**src/rtl/fetch_sequencer_pkg.sv**
```systemverilog
// ============================================================================
//  fetch_sequencer_pkg : shared fetch constants, state encoding, PC helpers
//  Revision: 1.0
// ============================================================================
`default_nettype none

package fetch_sequencer_pkg;

   typedef enum logic [1:0] {
      FETCH_BOOT = 2'd0,
      FETCH_RUN  = 2'd1,
      FETCH_HALT = 2'd2
   } fetch_state_t;

   localparam logic [31:0] DEFAULT_RESET_PC = 32'h0000_0000;
   localparam logic [31:0] PC_INC           = 32'd4;

   function automatic logic [31:0] align_word(input logic [31:0] addr);
      return {addr[31:2], 2'b00};
   endfunction

endpackage

`default_nettype wire

```
**src/rtl/fetch_sequencer_perf_counter.sv**
```systemverilog
// ============================================================================
//  perf_counter : 32-bit event counter, sync active-low reset, wraps at 2^32
//  Revision: 1.0
// ============================================================================
`default_nettype none

module perf_counter (
   input  logic        clk,
   input  logic        rst,
   input  logic        inc,
   output logic [31:0] count
);

   always_ff @(posedge clk) begin
      if (!rst) begin
         count <= 32'd0;
      end else if (inc) begin
         count <= count + 32'd1;
      end
   end

endmodule

`default_nettype wire

```
**src/rtl/fetch_sequencer.sv**
```systemverilog
// ============================================================================
//  fetch_sequencer : drives the 1-cycle synchronous instruction ROM, owns the
//  fetch PC, applies redirects/halt/stall. Optional FETCH_PERF_EN adds counters.
//  Revision: 1.0
// ============================================================================
`default_nettype none

module fetch_sequencer
   import fetch_sequencer_pkg::*;
#(
   parameter logic [31:0] RESET_PC = DEFAULT_RESET_PC,
   parameter int          XLEN     = 32
) (
   input  logic            clk,
   input  logic            rst,
   input  logic            stall_i,
   input  logic            redirect_valid_i,
   input  logic [XLEN-1:0] redirect_pc_i,
   input  logic            halt_i,
   output logic [XLEN-1:0] imem_addr_o,
   output logic            imem_en_o,
   input  logic [XLEN-1:0] imem_dout_i,
   output logic            if_valid_o,
   output logic [XLEN-1:0] if_pc_o,
   output logic [XLEN-1:0] if_instr_o,
   output logic            misalign_o
`ifdef FETCH_PERF_EN
   ,
   output logic [31:0]     fetch_count_o,
   output logic [31:0]     kill_count_o
`endif
);

   fetch_state_t state;
   logic [31:0]  fetch_pc;
   logic [31:0]  resp_pc;
   logic         resp_valid;
   logic [31:0]  redirect_target;
   logic         halted;

   assign redirect_target = align_word(redirect_pc_i);
   assign halted          = (state == FETCH_HALT);

   always_comb begin
      imem_addr_o = fetch_pc;
      imem_en_o   = 1'b0;
      if (!rst) begin
         imem_en_o = 1'b0;
      end else if (redirect_valid_i) begin
         imem_addr_o = redirect_target;
         imem_en_o   = 1'b1;
      end else if (!halted && !halt_i && !stall_i) begin
         imem_en_o = 1'b1;
      end
   end

   // A redirect in flight kills whatever word is currently sitting on dout.
   assign if_valid_o = rst & resp_valid & ~redirect_valid_i & ~halted;
   assign if_pc_o    = resp_pc;
   assign if_instr_o = imem_dout_i;
   assign misalign_o = rst & redirect_valid_i & (redirect_pc_i[1:0] != 2'b00);

   always_ff @(posedge clk) begin
      if (!rst) begin
         fetch_pc   <= RESET_PC;
         resp_pc    <= 32'd0;
         resp_valid <= 1'b0;
         state      <= FETCH_BOOT;
      end else if (redirect_valid_i) begin
         fetch_pc   <= redirect_target + PC_INC;
         resp_pc    <= redirect_target;
         resp_valid <= 1'b1;
         state      <= FETCH_RUN;
      end else if (halted) begin
         state      <= FETCH_HALT;
      end else if (halt_i) begin
         resp_valid <= 1'b0;
         state      <= FETCH_HALT;
      end else if (!stall_i) begin
         fetch_pc   <= fetch_pc + PC_INC;
         resp_pc    <= fetch_pc;
         resp_valid <= 1'b1;
         state      <= FETCH_RUN;
      end
   end

`ifdef FETCH_PERF_EN
   perf_counter u_fetch_count (
      .clk   (clk),
      .rst   (rst),
      .inc   (if_valid_o & ~stall_i),
      .count (fetch_count_o)
   );

   perf_counter u_kill_count (
      .clk   (clk),
      .rst   (rst),
      .inc   (redirect_valid_i & resp_valid),
      .count (kill_count_o)
   );
`endif

endmodule

`default_nettype wire

```
**config.mk**
```make
export PLATFORM = sky130hd
export DESIGN_NAME = fetch_sequencer
export DESIGN_NICKNAME = d
export VERILOG_FILES = /design/src/rtl/fetch_sequencer_pkg.sv /design/src/rtl/fetch_sequencer_perf_counter.sv /design/src/rtl/fetch_sequencer.sv
export SDC_FILE = /design/constraint.sdc
export NUM_CORES = 1
export LEC_CHECK = 0
export BUFFER_PORTS_ARGS = -buffer_cell sky130_fd_sc_hd__buf_2
export CAP_MARGIN = 20
export CORE_ASPECT_RATIO = 1.5
export CORE_UTILIZATION = 40
export CTS_BUF_LIST = sky130_fd_sc_hd__clkbuf_16
export CTS_CLUSTER_DIAMETER = 60
export DETAILED_ROUTE_END_ITERATION = 10
export GPL_ROUTABILITY_DRIVEN = 1
export PLACE_DENSITY_LB_ADDON = 0.08
export SYNTH_ARGS = -nofsm -noshare
export SYNTH_HDL_FRONTEND = slang
export SYNTH_SLANG_ARGS = --single-unit
```
**constraint.sdc**
```tcl
create_clock -name clk -period 3.01 [get_ports clk]
set_input_delay 0.1505 -clock clk [delete_from_list [all_inputs] [get_ports clk]]
set_output_delay 0.1505 -clock clk [all_outputs]
set_load 0.01 [all_outputs]
```
After elaboration in Yosys (flattened, before gate mapping):

Index checks and enable logic that the tools add are counted.

* reduce and logical (&&, ||, !) cells: 10
* bitwise gates (word level): 10
* mux-type cells: 21
* equality and inequality tests: 7
* add/sub/neg operators: 2

Operator list (number)
* two-way mux 32 bit: 10
* adder 32 x 3 -> 32 bit, second input constant: 2
* two-way mux 1 bit: 8
* two-way mux 2 bit: 3
* inequality test 3 x 1 -> 1 bit, second input constant: 2
* AND reduction 3 bit: 2
* bitwise AND 1 bit: 5
* inverter 1 bit: 5
* inequality test 2 bit, second input constant: 2
* inequality test 4 x 1 -> 1 bit, second input constant: 1
* logical NOT 1 bit: 3
* equality test 2 bit, second input constant: 1
* logical AND 1 bit: 2
* inequality test 2 x 1 -> 1 bit, second input constant: 1
* AND reduction 2 bit: 1
* nonzero test 2 bit: 1
* OR reduction 2 bit: 1

* flip-flop bits (word level): 67
* logic and storage cells: 56

Longest topological paths before layout:

Gate-level depths: netlist of the first run.

* word-level depth: 7
* mapped depth: 12
* depth with buffers taken out: 8

Worst setup path before layout of the first run:

Ideal clock, no wire load.

* path type: input port to flip-flop
* start: input port redirect_valid_i
* end: register fetch_pc[20]
* required time: 2.934 ns
* stages on the path: 12
* arrival time: 2.557 ns
* library setup time: 0.076 ns
* path slack: 0.377 ns
* path through: buf_6 buf_2 buf_2 buf_1 buf_1 o21ai_0 ha_1 o211a_1 nand2_1 or4_1 a31oi_1 a21boi_0

* word-level cells in the longest chain between the ends: 2
* elaborated cells between the ends (all ways): 5

Ends and longest elaborated chain
* from (decl): line fetch_sequencer.sv:17 `input logic redirect_valid_i,`
* inequality test 2 bit (no line) / inequality test 2 x 1 -> 1 bit (equally long branches)
* AND reduction 3 bit (no line)
* to (signal assigned): line fetch_sequencer.sv:70 `fetch_pc <= redirect_target + PC_INC;`
* to (signal assigned): line fetch_sequencer.sv:80 `fetch_pc <= fetch_pc + PC_INC;`
* to (decl): line fetch_sequencer.sv:35 `logic [31:0] fetch_pc;`

Several ways; a longest one is shown, not always the timed one.
A chain may end at the register's enable or synchronous reset.

Worst setup path in the final report of the first run:

* start: register fetch_pc[2]
* end: register fetch_pc[26]

* word-level cells in the longest chain between the ends: 5

Ends and longest elaborated chain
* adder 32 x 3 -> 32 bit: line fetch_sequencer.sv:80
* two-way mux 32 bit: line fetch_sequencer.sv:79 `end else if (!stall_i) begin`
* two-way mux 32 bit: line fetch_sequencer.sv:76 `end else if (halt_i) begin`
* two-way mux 32 bit: line fetch_sequencer.sv:74 `end else if (halted) begin`
* two-way mux 32 bit: line fetch_sequencer.sv:69 `end else if (redirect_valid_i) begin`

Every way passes these cells. The select of a mux whose other input is x is not followed.

==> run summary, run 1 <==
The remaining antenna violation count is 0, and the detailed-route wire length on metal 1 is 5.645 mm. The maximum fanout along the worst path is 10, and the final clock period utilization by the worst path is 77.91%. In the final layout, the multi-input gates occupy 0.002675 sq mm. After the first detailed-routing iteration, the DRC count stood at 182.

The number of remaining DRC errors was 0; the final estimated routing congestion in global placement was 0.8538. The die covers 0.01135 sq mm. The critical path in this run is classified as register to register. Summed over all failing endpoints, the final setup total negative slack is 0 ns. A synthesized cell averages 7.490 sq um. The routed design uses 506 microns of met3 wire.

Worst hold-check path type: input pin to register. Input and output buffers added on the ports amount to 99. During I/O placement, the number of pins put on the boundary was 168. After filler insertion, the fill cell instance count of the layout stands at 1114. For the antenna diode count, the log shows 0.

For the total non-filler cell area in the finished layout, the log shows 0.005079 sq mm. Of the post-synthesis cell area, the dominant cell type holds 28.88%. For the critical path data arrival time, the log shows 2.53 ns. Setup repair after global routing left no endpoint under its margin. Library cell occupying the most area in the post-synthesis netlist: sky130_fd_sc_hd__dfxtp_1. The tools report the number of synthesis warnings as 0. Ranked by total cell area, the synthesized netlist is headed by sky130_fd_sc_hd__dfxtp_1 29%, sky130_fd_sc_hd__mux2_2 8.0%, sky130_fd_sc_hd__nand2_1 7.8%. From left edge to right edge, the die measures 87.31 microns. The tools report the total setup violations reported at the end of the flow as 0.

Leaving out fill and tap cells, the most frequent cells in the layout are 98 x sky130_fd_sc_hd__buf_2, 90 x sky130_fd_sc_hd__nand2_1, 63 x sky130_fd_sc_hd__dfxtp_1. The initial core utilization was 41.23%. Critical path's top delay family: simple AND/OR/NAND/NOR gates. The maximum buffer depth of the clock tree came out at 2.

At the pin with the least slew margin, the transition time is 0.6780 ns. The synthesized design contains 0 enable-type register cells. Leaving out fill and tap cells, the most frequent cell in the layout is sky130_fd_sc_hd__buf_2. Traced cell by cell, the critical path runs through inv_1 -> o21ai_0 -> ha_1 -> o211a_1 -> nand3_1 -> nor4_1 -> xnor2_1 -> o22ai_1.

The logs give 46 for the total number of placement rows and 0 for the number of antenna violations at the first check in global routing. The region available for standard cell placement spans 0.01059 sq mm. After detailed placement, the total cell area comes to 0.004765 sq mm. For the required time of the critical path, the log shows 3.19 ns. Synthesis produced a netlist whose cell count is 583. The worst setup path is launched from a register.

The post-route netlist has 25.89% of its cells at a drive strength greater than 1. In this run, distinct cell masters in the synthesized netlist total 50. In this run, post-CTS repair resized a total of 0 instances. Buffer cell driving the clock tree root: sky130_fd_sc_hd__clkbuf_16. Among all stages on the critical path, the largest delay is contributed by sky130_fd_sc_hd__nor4_1.

STA classifies the critical path endpoint as a register. Dividing total power by cell area gives a power density of 494.0 mW/mm^2. The die is 130.0 microns tall. Clock-pin slew was measured on the worst setup and hold paths at 0.06 ns. The number of failing hold endpoints at the final stage is 0. For this run, the register share of the synthesized area comes to 28.88%.

Synthesized cell area: 0.004367 sq mm. TritonCTS built the clock tree. The remaining global-route overflow came out at 0. After synthesis, the share of flip-flops with an asynchronous set or reset is 0%. Uppermost signal routing layer after detailed routing: met4. The run gives 12.94 mm as the wire length reported by the detailed router. The area growth from synthesis to final layout works out to 16.30%. Across every metal layer, demand over resource in global routing totals 23.48%. The synthesized design contains 63 register bits. VDD sags by at most 0.2674 mV. The logs give 0 for the final max-slew violation count and 0 for the max-cap check violation count. Entering global routing, the biggest net connects 42 pins. Flip-flop cell with the highest count after synthesis: sky130_fd_sc_hd__dfxtp_1.

The logs give 9.136 mm for the post-DP HPWL and 4 for the number of iterations in the first detailed-routing pass. The detailed router placed 4249 vias in this run. The flow ran to the end, and the final reports show no timing, DRC or antenna violations.

For this run, the slowest stage of the critical path takes 0.40 ns. CTS built an H-tree with a depth of 3. The clock latency of the later-clocked register in the worst-skew pair was 0.33 ns.

The worst max-slew margin expressed relative to the limit came out at 54.80%. The post-detailed-route via-to-cell ratio was 5.385. The first global-routing pass estimated 20.60 mm of wire.

After detailed routing, the average wire length per cell comes to 16.40 microns. The achievable clock frequency was 426.4 MHz. Buffers inserted to repair hold after CTS numbered 0.

The clock net in this run drives a total of 63 sinks. The number of global-route vias before repair was 4056. Registers take 0.001261 sq mm.

Clock tree synthesis inserted a total of 9 buffers. After clock tree synthesis, the setup repair step added 0 buffers. The detailed route wirelength on metal2 was 6.595 mm.

The buffering stage count on the worst path with inverters included is 1, and the post-route minimum period is 2.345 ns. The clock arrives with 0.008406 ns of skew. The reported leakage power was 2.035 nW; the number of nets at the end of the flow was 710.
## worst paths after layout
check	depth (start not counted)	slack (ns)	endpoint	startpoint
worst max-delay path	8	0.66	fetch_pc[26]	fetch_pc[2]
worst min-delay path	3	0.10	if_pc_o[27]	redirect_pc_i[27]
worst max register to register	8	0.66	fetch_pc[26]	fetch_pc[2]
worst min register to register	2	0.48	if_pc_o[5]	if_pc_o[5]
## synthesized netlist by cell type (3+ instances only)
cell,count
sky130_fd_sc_hd__mux2_2,31
sky130_fd_sc_hd__nor4_1,10
sky130_fd_sc_hd__nor2_1,44
sky130_fd_sc_hd__xnor2_1,36
sky130_fd_sc_hd__nand3_2,3
sky130_fd_sc_hd__buf_2,3
sky130_fd_sc_hd__dfxtp_1,63
sky130_fd_sc_hd__nand3b_1,8
sky130_fd_sc_hd__o21ai_0,19
sky130_fd_sc_hd__nand3_1,27
sky130_fd_sc_hd__nand4_1,10
sky130_fd_sc_hd__o211a_1,4
sky130_fd_sc_hd__xor2_1,15
sky130_fd_sc_hd__buf_4,36
sky130_fd_sc_hd__nor3_1,13
sky130_fd_sc_hd__a21oi_1,61
sky130_fd_sc_hd__clkbuf_1,23
sky130_fd_sc_hd__inv_1,9
sky130_fd_sc_hd__o22ai_1,13
sky130_fd_sc_hd__a211oi_1,9
sky130_fd_sc_hd__nand2_1,91
sky130_fd_sc_hd__and3_1,3
sky130_fd_sc_hd__a31oi_1,4
sky130_fd_sc_hd__a22oi_1,4
sky130_fd_sc_hd__and2_1,5
sky130_fd_sc_hd__buf_1,8
sky130_fd_sc_hd__a21boi_0,3
## layout make-up
| cell class | count | area share (%) |
|---|---|---|
| inverter | 10 | 0.7391 |
| timing repair buffer | 114 | 12.02 |
| sequential | 63 | 24.83 |
| tap | 144 | 3.548 |
| multi-input combinational | 442 | 52.67 |
| clock buffer | 9 | 4.435 |
| clock inverter | 7 | 1.749 |
## registers in the layout (all words and copies together), names as in the netlist
| register | count |
|---|---|
| resp_valid | 1 |
| state | 2 |
| if_pc_o | 30 |
| fetch_pc | 30 |
## metal layers
layer | vias to the layer above | global-route usage (%)
li1 | 2124 | -
met1 | 2007 | 28.12
met2 | 102 | 41.08
met3 | 16 | 3.922
met4 | 0 | 9.836
met5 | - | 0
## power breakdown
| part | internal (mW) | switching [mW] |
|---|---|---|
| clock network | 0.719 | 0.397 |
| logic | 0.190 | 0.257 |
| registers | 0.890 | 0.0569 |
## logic make-up (layout without fill, tap and decap cells)
group / Yosys count / after routing / share of synthesized area [%]
compound gates: 128 / 128 / 17.48
xor+xnor: 51 / 51 / 10.23
fa+ha+maj: 1 / 1 / 0.2865
buf+inv: 81 / 140 / 10.31
flops: 63 / 63 / 28.88
mux: 32 / 32 / 8.223
other cells: 1 / 4 / 0.08588
simple gates: 226 / 226 / 24.50
## tightest hold or removal path, cell delays in order
cell,delay (ns)
sky130_fd_sc_hd__buf_2,0.11
sky130_fd_sc_hd__a21oi_1,0.07
sky130_fd_sc_hd__nor2_1,0.07
## metrics by stage
step,hold WS (ns),utilization [%],total power [mW],setup WS [ns],std cells
global placement,0.3011,44.99,1.405,0.6890,773
detailed placement,0.3011,44.99,1.411,0.6333,773
CTS,0.09037,47.96,2.536,0.6949,789
finish,0.1006,47.96,2.509,0.6649,789
floorplan,0.2900,-,1.275,0.3770,586
global route,0.1141,47.96,2.623,0.4493,789
Note: power is estimated with default switching activity, not from simulation.
==> run 2, diff against run 1 <==
==> constraint.sdc (replaced) <==
create_clock -name clk -period 2.4 [get_ports clk]
set_input_delay 0.12 -clock clk [delete_from_list [all_inputs] [get_ports clk]]
set_output_delay 0.12 -clock clk [all_outputs]
set_load 0.01 [all_outputs]
==> run summary, run 2 (synthesized netlist as in run 1, its figures left out) <==
The flow ran to the end, and the final reports show no timing, DRC or antenna violations. Among cell families on the critical path, the largest total delay comes from simple AND/OR/NAND/NOR gates. The tools report the total non-filler cell area in the finished layout as 0.005116 sq mm (+0.74%). The instance area at placement was 0.004836 sq mm (+1.5%). The clock-pin slew reported for the worst setup and hold paths after clock tree synthesis is 0.06 ns (about the same), and the remaining global-route overflow is 0 (unchanged).

The wire length of the first global-routing pass came out at 20.33 mm (-1.3%). The run gives 778 (+0.65%) as the number of placed instances with taps included. For the number of iterations in the first detailed-routing pass, the log shows 4 (unchanged). The final estimated routing congestion in global placement is 0.8270 (-3.1%). Ratio of cells with drive above 1 in the final layout: 27.38% (+1.5 points). The worst max-slew margin expressed relative to the limit came out at 59.66% (+4.9 points). The min-delay analysis places its worst path in the category input pin to register. The pre-CTS worst setup slack came out at 0.06802 ns (-0.5652 ns). The tools report the pin count of the biggest net entering global routing as 40 (-4.8%). For the wire length reported by the detailed router, the log shows 12.87 mm (-0.53%).

The tools report the start of the worst register-to-register path as fetch_pc[5]. The final clock period utilization by the worst path came out at 91.68% (+14 points). Number of global-route vias before repair: 3926 (-3.2%). The die extent in x is 87.31 microns (unchanged). The max-cap check violation count was 0 (unchanged). The total number of placement rows is 46 (unchanged), and the via count is 4325 (+1.8%).

For this design, the slowest cell found on the critical path is sky130_fd_sc_hd__dfxtp_1. The tools report the final standard cell count with taps included and fillers excluded as 794 (+0.63%). The total setup violations reported at the end of the flow was 0 (unchanged). For the number of antenna violations at the first check in global routing, the log shows 0 (unchanged). Walking the worst path, the cells encountered are nand3b_1 -> a222oi_1 -> buf_4 -> nand3_2 -> nor4_1 -> xnor2_1 -> o22ai_1. The run gives 0 (unchanged) as the final max-slew violation count. The antenna diode count came out at 0 (unchanged).

The critical path starts at fetch_pc[5]. The number of failing hold endpoints at the final stage was 0 (unchanged). The detail-routed net length per standard cell is 16.21 microns (-1.2%). Setup clock skew after layout: 0.008238 ns (-0.0001679 ns). Final total negative setup slack: 0 ns (unchanged). The maximum single-stage delay on the critical path is 0.45 ns (+0.05 ns), and the buffering stage count on the worst path with inverters included is 1 (unchanged).

The tools report the sort of element at the start of the critical path as a register. Number of remaining DRC errors: 0 (unchanged). The clock latency of the later-clocked register in the worst-skew pair was 0.34 ns (about the same); the I/O pin count was 168 (unchanged). The remaining antenna violation count came out at 0 (unchanged).

The run gives 0.3483 mV (+30%) as the maximum VDD drop. The slew at the pin closest to its max-slew limit is 0.6051 ns (-0.07291 ns), and the reported leakage power is 2.046 nW (+0.55%). TritonCTS built the clock tree. The count of routing violations after the opening detailed-route iteration is 222 (+22%).

Number of nets at the end of the flow: 715 (+0.70%). The initial core utilization was 41.23% (unchanged). The top cell types in the final layout, fill and taps aside, are 98 x sky130_fd_sc_hd__buf_2, 88 x sky130_fd_sc_hd__nand2_1, 63 x sky130_fd_sc_hd__dfxtp_1. The total die area is 0.01135 sq mm (unchanged). Maximum buffer depth of the clock tree: 2 (unchanged).

The area growth from synthesis to layout is 17.16%. The core footprint came out at 0.01059 sq mm (unchanged). STA classifies the critical path endpoint as a register. Setup repair after global routing left no endpoint under its margin.

Power per cell area: 578.4 mW/mm^2 (+17%). The worst setup path is of the register to register kind. For the achievable clock frequency, the log shows 454.5 MHz (+6.6%). The tools report the number of buffers inserted by post-CTS setup repair as 0 (unchanged).

The number of buffers added on ports was 99 (unchanged). The logs give 23.26% (-0.23 points) for the global routing usage summed across all routing layers and 2.959 mW (+18%) for the total chip power. The tools report the post-DP HPWL as 9.187 mm (+0.56%). The number of buffers created by CTS was 9 (unchanged). Maximum fanout along the worst path: 7 (-3). The hold path startpoint is redirect_pc_i[27].

Post-detailed-route via-to-cell ratio: 5.447 (+1.1%). The most common cell after layout, fill and taps aside was sky130_fd_sc_hd__buf_2. The run gives 0.1996 ns (-0.4654 ns) as the worst setup margin.

Number of clock sinks seen by CTS: 63 (unchanged). For the number of H-tree levels, the log shows 3 (unchanged). The post-route minimum period was 2.200 ns (-0.1446 ns).

The die span in y was 130.0 microns (unchanged). The root buffer cell chosen for the clock tree is sky130_fd_sc_hd__clkbuf_16. For the required time of the critical path, the log shows 2.61 ns (-0.58 ns). The tools report the critical path data arrival time as 2.41 ns (-0.12 ns).
## run 2: worst register-to-register path, stage by stage (launching register included)
cell                       delay (ns)
sky130_fd_sc_hd__dfxtp_1         0.45
sky130_fd_sc_hd__nand3b_1        0.16
sky130_fd_sc_hd__a222oi_1        0.40
sky130_fd_sc_hd__buf_4           0.22
sky130_fd_sc_hd__nand3_2         0.21
sky130_fd_sc_hd__nor4_1          0.39
sky130_fd_sc_hd__xnor2_1         0.16
sky130_fd_sc_hd__o22ai_1         0.08
## run 2: report_power, final
group / internal [mW] / total, mW / switching, mW
Clock: 0.689 / 1.20 / 0.511
Combinational: 0.248 / 0.574 / 0.326
Sequential: 1.12 / 1.19 / 0.0692
## run 2: area by class of cell
cell class / instances / area [sq um]
Tap cell: 144 / 180.2
Clock inverter: 7 / 41.29
Multi-Input combinational cell: 442 / 2698
Timing Repair Buffer: 119 / 673.1
Fill cell: 1120 / 5474
Clock buffer: 9 / 225.2
Inverter: 10 / 37.54
Sequential cell: 63 / 1261
## run 2: what timing repair did
item / 4_1_cts / 5_1_grt
setup endpoints to repair: 0 / 2
hold endpoints to repair: 0 / 0
gates resized for setup: 0 / 3
hold buffers: 0 / 0
## run 2: per-stage QoR
stage | hold WS (ns) | utilization, %
2_1_floorplan | 0.2595 | -
3_3_place_gp | 0.2401 | 45.66
3_5_place_dp | 0.2401 | 45.66
4_1_cts | 0.06035 | 48.18
5_1_grt | 0.08964 | 48.31
6_report | 0.06626 | 48.31
## run 2: per-layer routing
metal / wire, microns / part of all wire [%] / GRT usage [%] / vias up
li1: - / - / - / 2134
met1: 5584 / 43 / 28.32 / 2047
met2: 6429 / 50 / 40.44 / 115
met3: 606 / 4.7 / 3.795 / 29
met4: 247 / 1.9 / 9.257 / 0
met5: 0 / 0 / 0 / -
## run 2: worst paths after layout
kind	endpoint	slack, ns	cells past startpoint
worst max-delay path	fetch_pc[27]	0.20	7
worst min-delay path	if_pc_o[27]	0.07	3
worst max register to register	fetch_pc[27]	0.20	7
worst min register to register	if_pc_o[5]	0.47	2
==> run 3, diff against run 2 <==
==> constraint.sdc (replaced) <==
create_clock -name clk -period 2.1 [get_ports clk]
set_input_delay 0.105 -clock clk [delete_from_list [all_inputs] [get_ports clk]]
set_output_delay 0.105 -clock clk [all_outputs]
set_load 0.01 [all_outputs]
==> run summary, run 3 (synthesized netlist as in run 1, its figures left out) <==
The filler cell count in the final layout came out at 1083 (-3.3%). Ratio of cells with drive above 1 in the final layout: 32.19% (+4.8 points). The number of hold-repair buffers added at the cts stage was 0 (unchanged); the die span in y was 130.0 microns (unchanged). The final clock period utilization by the worst path works out to 93.97% (+2.3 points).

The utilization after layout came out at 51.26% (+3.0 points). The tools report the pre-CTS worst setup slack as -0.03850 ns (-0.1065 ns). For the maximum buffer depth of the clock tree, the log shows 2 (unchanged). The worst hold-check path type is input pin to register. The logs give 506.7 MHz (+12%) for the achievable clock frequency and 0 (unchanged) for the number of buffers inserted by post-CTS setup repair. The power per cell area was 631.7 mW/mm^2 (+9.2%); the number of nets at the end of the flow was 736 (+2.9%). The run gives 63 (unchanged) as the number of clock sinks seen by CTS. The tools report the buffer cell driving the clock tree root as sky130_fd_sc_hd__clkbuf_16. The core footprint was 0.01059 sq mm (unchanged). In the layout the commonest cells are 98 x sky130_fd_sc_hd__buf_2, 89 x sky130_fd_sc_hd__nand2_1, 61 x sky130_fd_sc_hd__a21oi_1. The logs give 4265 (+8.6%) for the number of global-route vias before repair and 0 (unchanged) for the max-cap check violation count.

Setup clock skew after layout: 0.008826 ns (+0.0005879 ns). The most common cell after layout, fill and taps aside was sky130_fd_sc_hd__buf_2. The global routing usage summed across all routing layers came out at 23.76% (+0.50 points). The area growth from synthesis to final layout works out to 24.33%. The logs give 0 (unchanged) for the number of failing hold endpoints at the final stage and 46 (unchanged) for the total number of placement rows.

The post-route minimum period is 1.973 ns (-0.2270 ns). For the worst setup margin, the log shows 0.1266 ns (-0.07297 ns). The critical path endpoint category was a register. TritonCTS built the clock tree.

The pin count of the biggest net entering global routing came out at 45 (+13%). The maximum VDD drop came out at 0.4875 mV (+40%). The tools report the final estimated routing congestion in global placement as 0.8693 (+5.1%).

Detail-routed net length per standard cell: 16.20 microns (about the same). The clock-pin slew reported for the worst setup and hold paths after clock tree synthesis was 0.06 ns (about the same); the total setup violations reported at the end of the flow was 0 (unchanged). The maximum fanout along the worst path came out at 8 (+1).

The post-DP HPWL is 9.603 mm (+4.5%). The tools report the number of iterations in the first detailed-routing pass as 5 (+1). The initial core utilization was 41.23% (unchanged); the antenna diode count was 0 (unchanged). The logs give 0 (unchanged) for the final max-slew violation count and 4431 (+2.5%) for the via count. The reported leakage power came out at 2.219 nW (+8.4%). The number of antenna violations at the first check in global routing was 0 (unchanged); the total chip power was 3.429 mW (+16%).

The count of routing violations after the opening detailed-route iteration is 247 (+11%), and the total non-filler cell area in the finished layout is 0.005429 sq mm (+6.1%). The die extent in x is 87.31 microns (unchanged), and the clock latency of the later-clocked register in the worst-skew pair is 0.34 ns (about the same). The wire length reported by the detailed router is 13.20 mm (+2.6%), and the instance area at placement is 0.005049 sq mm (+4.4%). The number of buffers added on ports is 99 (unchanged), and the remaining antenna violation count is 0 (unchanged). The worst max-slew margin expressed relative to the limit came out at 54.41% (-5.2 points). The post-detailed-route via-to-cell ratio works out to 5.437 (-0.19%). The flow ran to the end, and the final reports show no timing, DRC or antenna violations.

STA classifies the critical path startpoint as a register. The logs give 815 (+2.6%) for the final standard cell count with taps included and fillers excluded and 0.01135 sq mm (unchanged) for the total die area. The number of remaining DRC errors came out at 0 (unchanged). The run gives 21.16 mm (+4.1%) as the wire length of the first global-routing pass. The tools report the required time of the critical path as 2.31 ns (-0.30 ns). The slew at the pin closest to its max-slew limit is 0.6838 ns (+0.07872 ns), and the number of H-tree levels is 3 (unchanged). The logs give 168 (unchanged) for the I/O pin count and 2.19 ns (-0.22 ns) for the critical path data arrival time. The remaining global-route overflow was 0 (unchanged). The number of placed instances with taps included came out at 799 (+2.7%).

The reg2reg setup slack came out at 0.13 ns (-0.07 ns). The critical path in this run is classified as register to register. The number of buffers created by CTS was 9 (unchanged).
run 3: where the power goes:
| group | internal (mW) | switching (mW) | leakage (nW) |
|---|---|---|---|
| clock | 0.787 | 0.586 | 0.128 |
| combinational | 0.313 | 0.396 | 1.57 |
| sequential | 1.28 | 0.0695 | 0.523 |
run 3: worst paths after layout:
check | start | to | depth (start not counted)
hold reg to reg | fetch_pc[3] | fetch_pc[3] | 2
setup / recovery | fetch_pc[6] | fetch_pc[27] | 7
setup reg to reg | fetch_pc[6] | fetch_pc[27] | 7
hold / removal | redirect_pc_i[27] | if_pc_o[27] | 3
run 3: worst max-delay path, cell delays in order (launching register included):
cell                       delay (ns)
sky130_fd_sc_hd__dfxtp_1         0.35
sky130_fd_sc_hd__nand3b_1        0.14
sky130_fd_sc_hd__a222oi_1        0.38
sky130_fd_sc_hd__buf_4           0.24
sky130_fd_sc_hd__nand2_4         0.13
sky130_fd_sc_hd__nor4_2          0.36
sky130_fd_sc_hd__xnor2_1         0.16
sky130_fd_sc_hd__o22ai_1         0.10
run 3: layout make-up:
class | count | area [sq um] | area share [%]
multi-input cells | 442 | 2823 | 51.99
flip-flops and latches | 63 | 1266 | 23.32
repair buffers | 140 | 855.8 | 15.76
clock buffers | 9 | 225.2 | 4.148
well taps | 144 | 180.2 | 3.319
clock inverters | 7 | 41.29 | 0.7605
inverters | 10 | 37.54 | 0.6914
run 3: metrics by stage:
stage               setup TNS, ns  hold WS [ns]
global placement                0        0.2101
finish                          0       0.05260
CTS                             0       0.04565
detailed placement       -0.04762        0.2101
floorplan                 -0.1688        0.2445
global route            -0.008005       0.09089
run 3: timing repair:
action,in CTS,in global routing
resized for setup,1,20
gates cloned,0,0
endpoints found under the hold margin,0,0
setup endpoints to repair,1,12
pin swaps,0,4
run 3: routing by layer:
layer	GRT usage [%]	part of all wire (%)	vias up
met5	0	0	-
met4	9.354	2.2	0
met3	3.542	4.3	22
met2	41.50	51	129
met1	29.02	43	2106
li1	-	-	2174
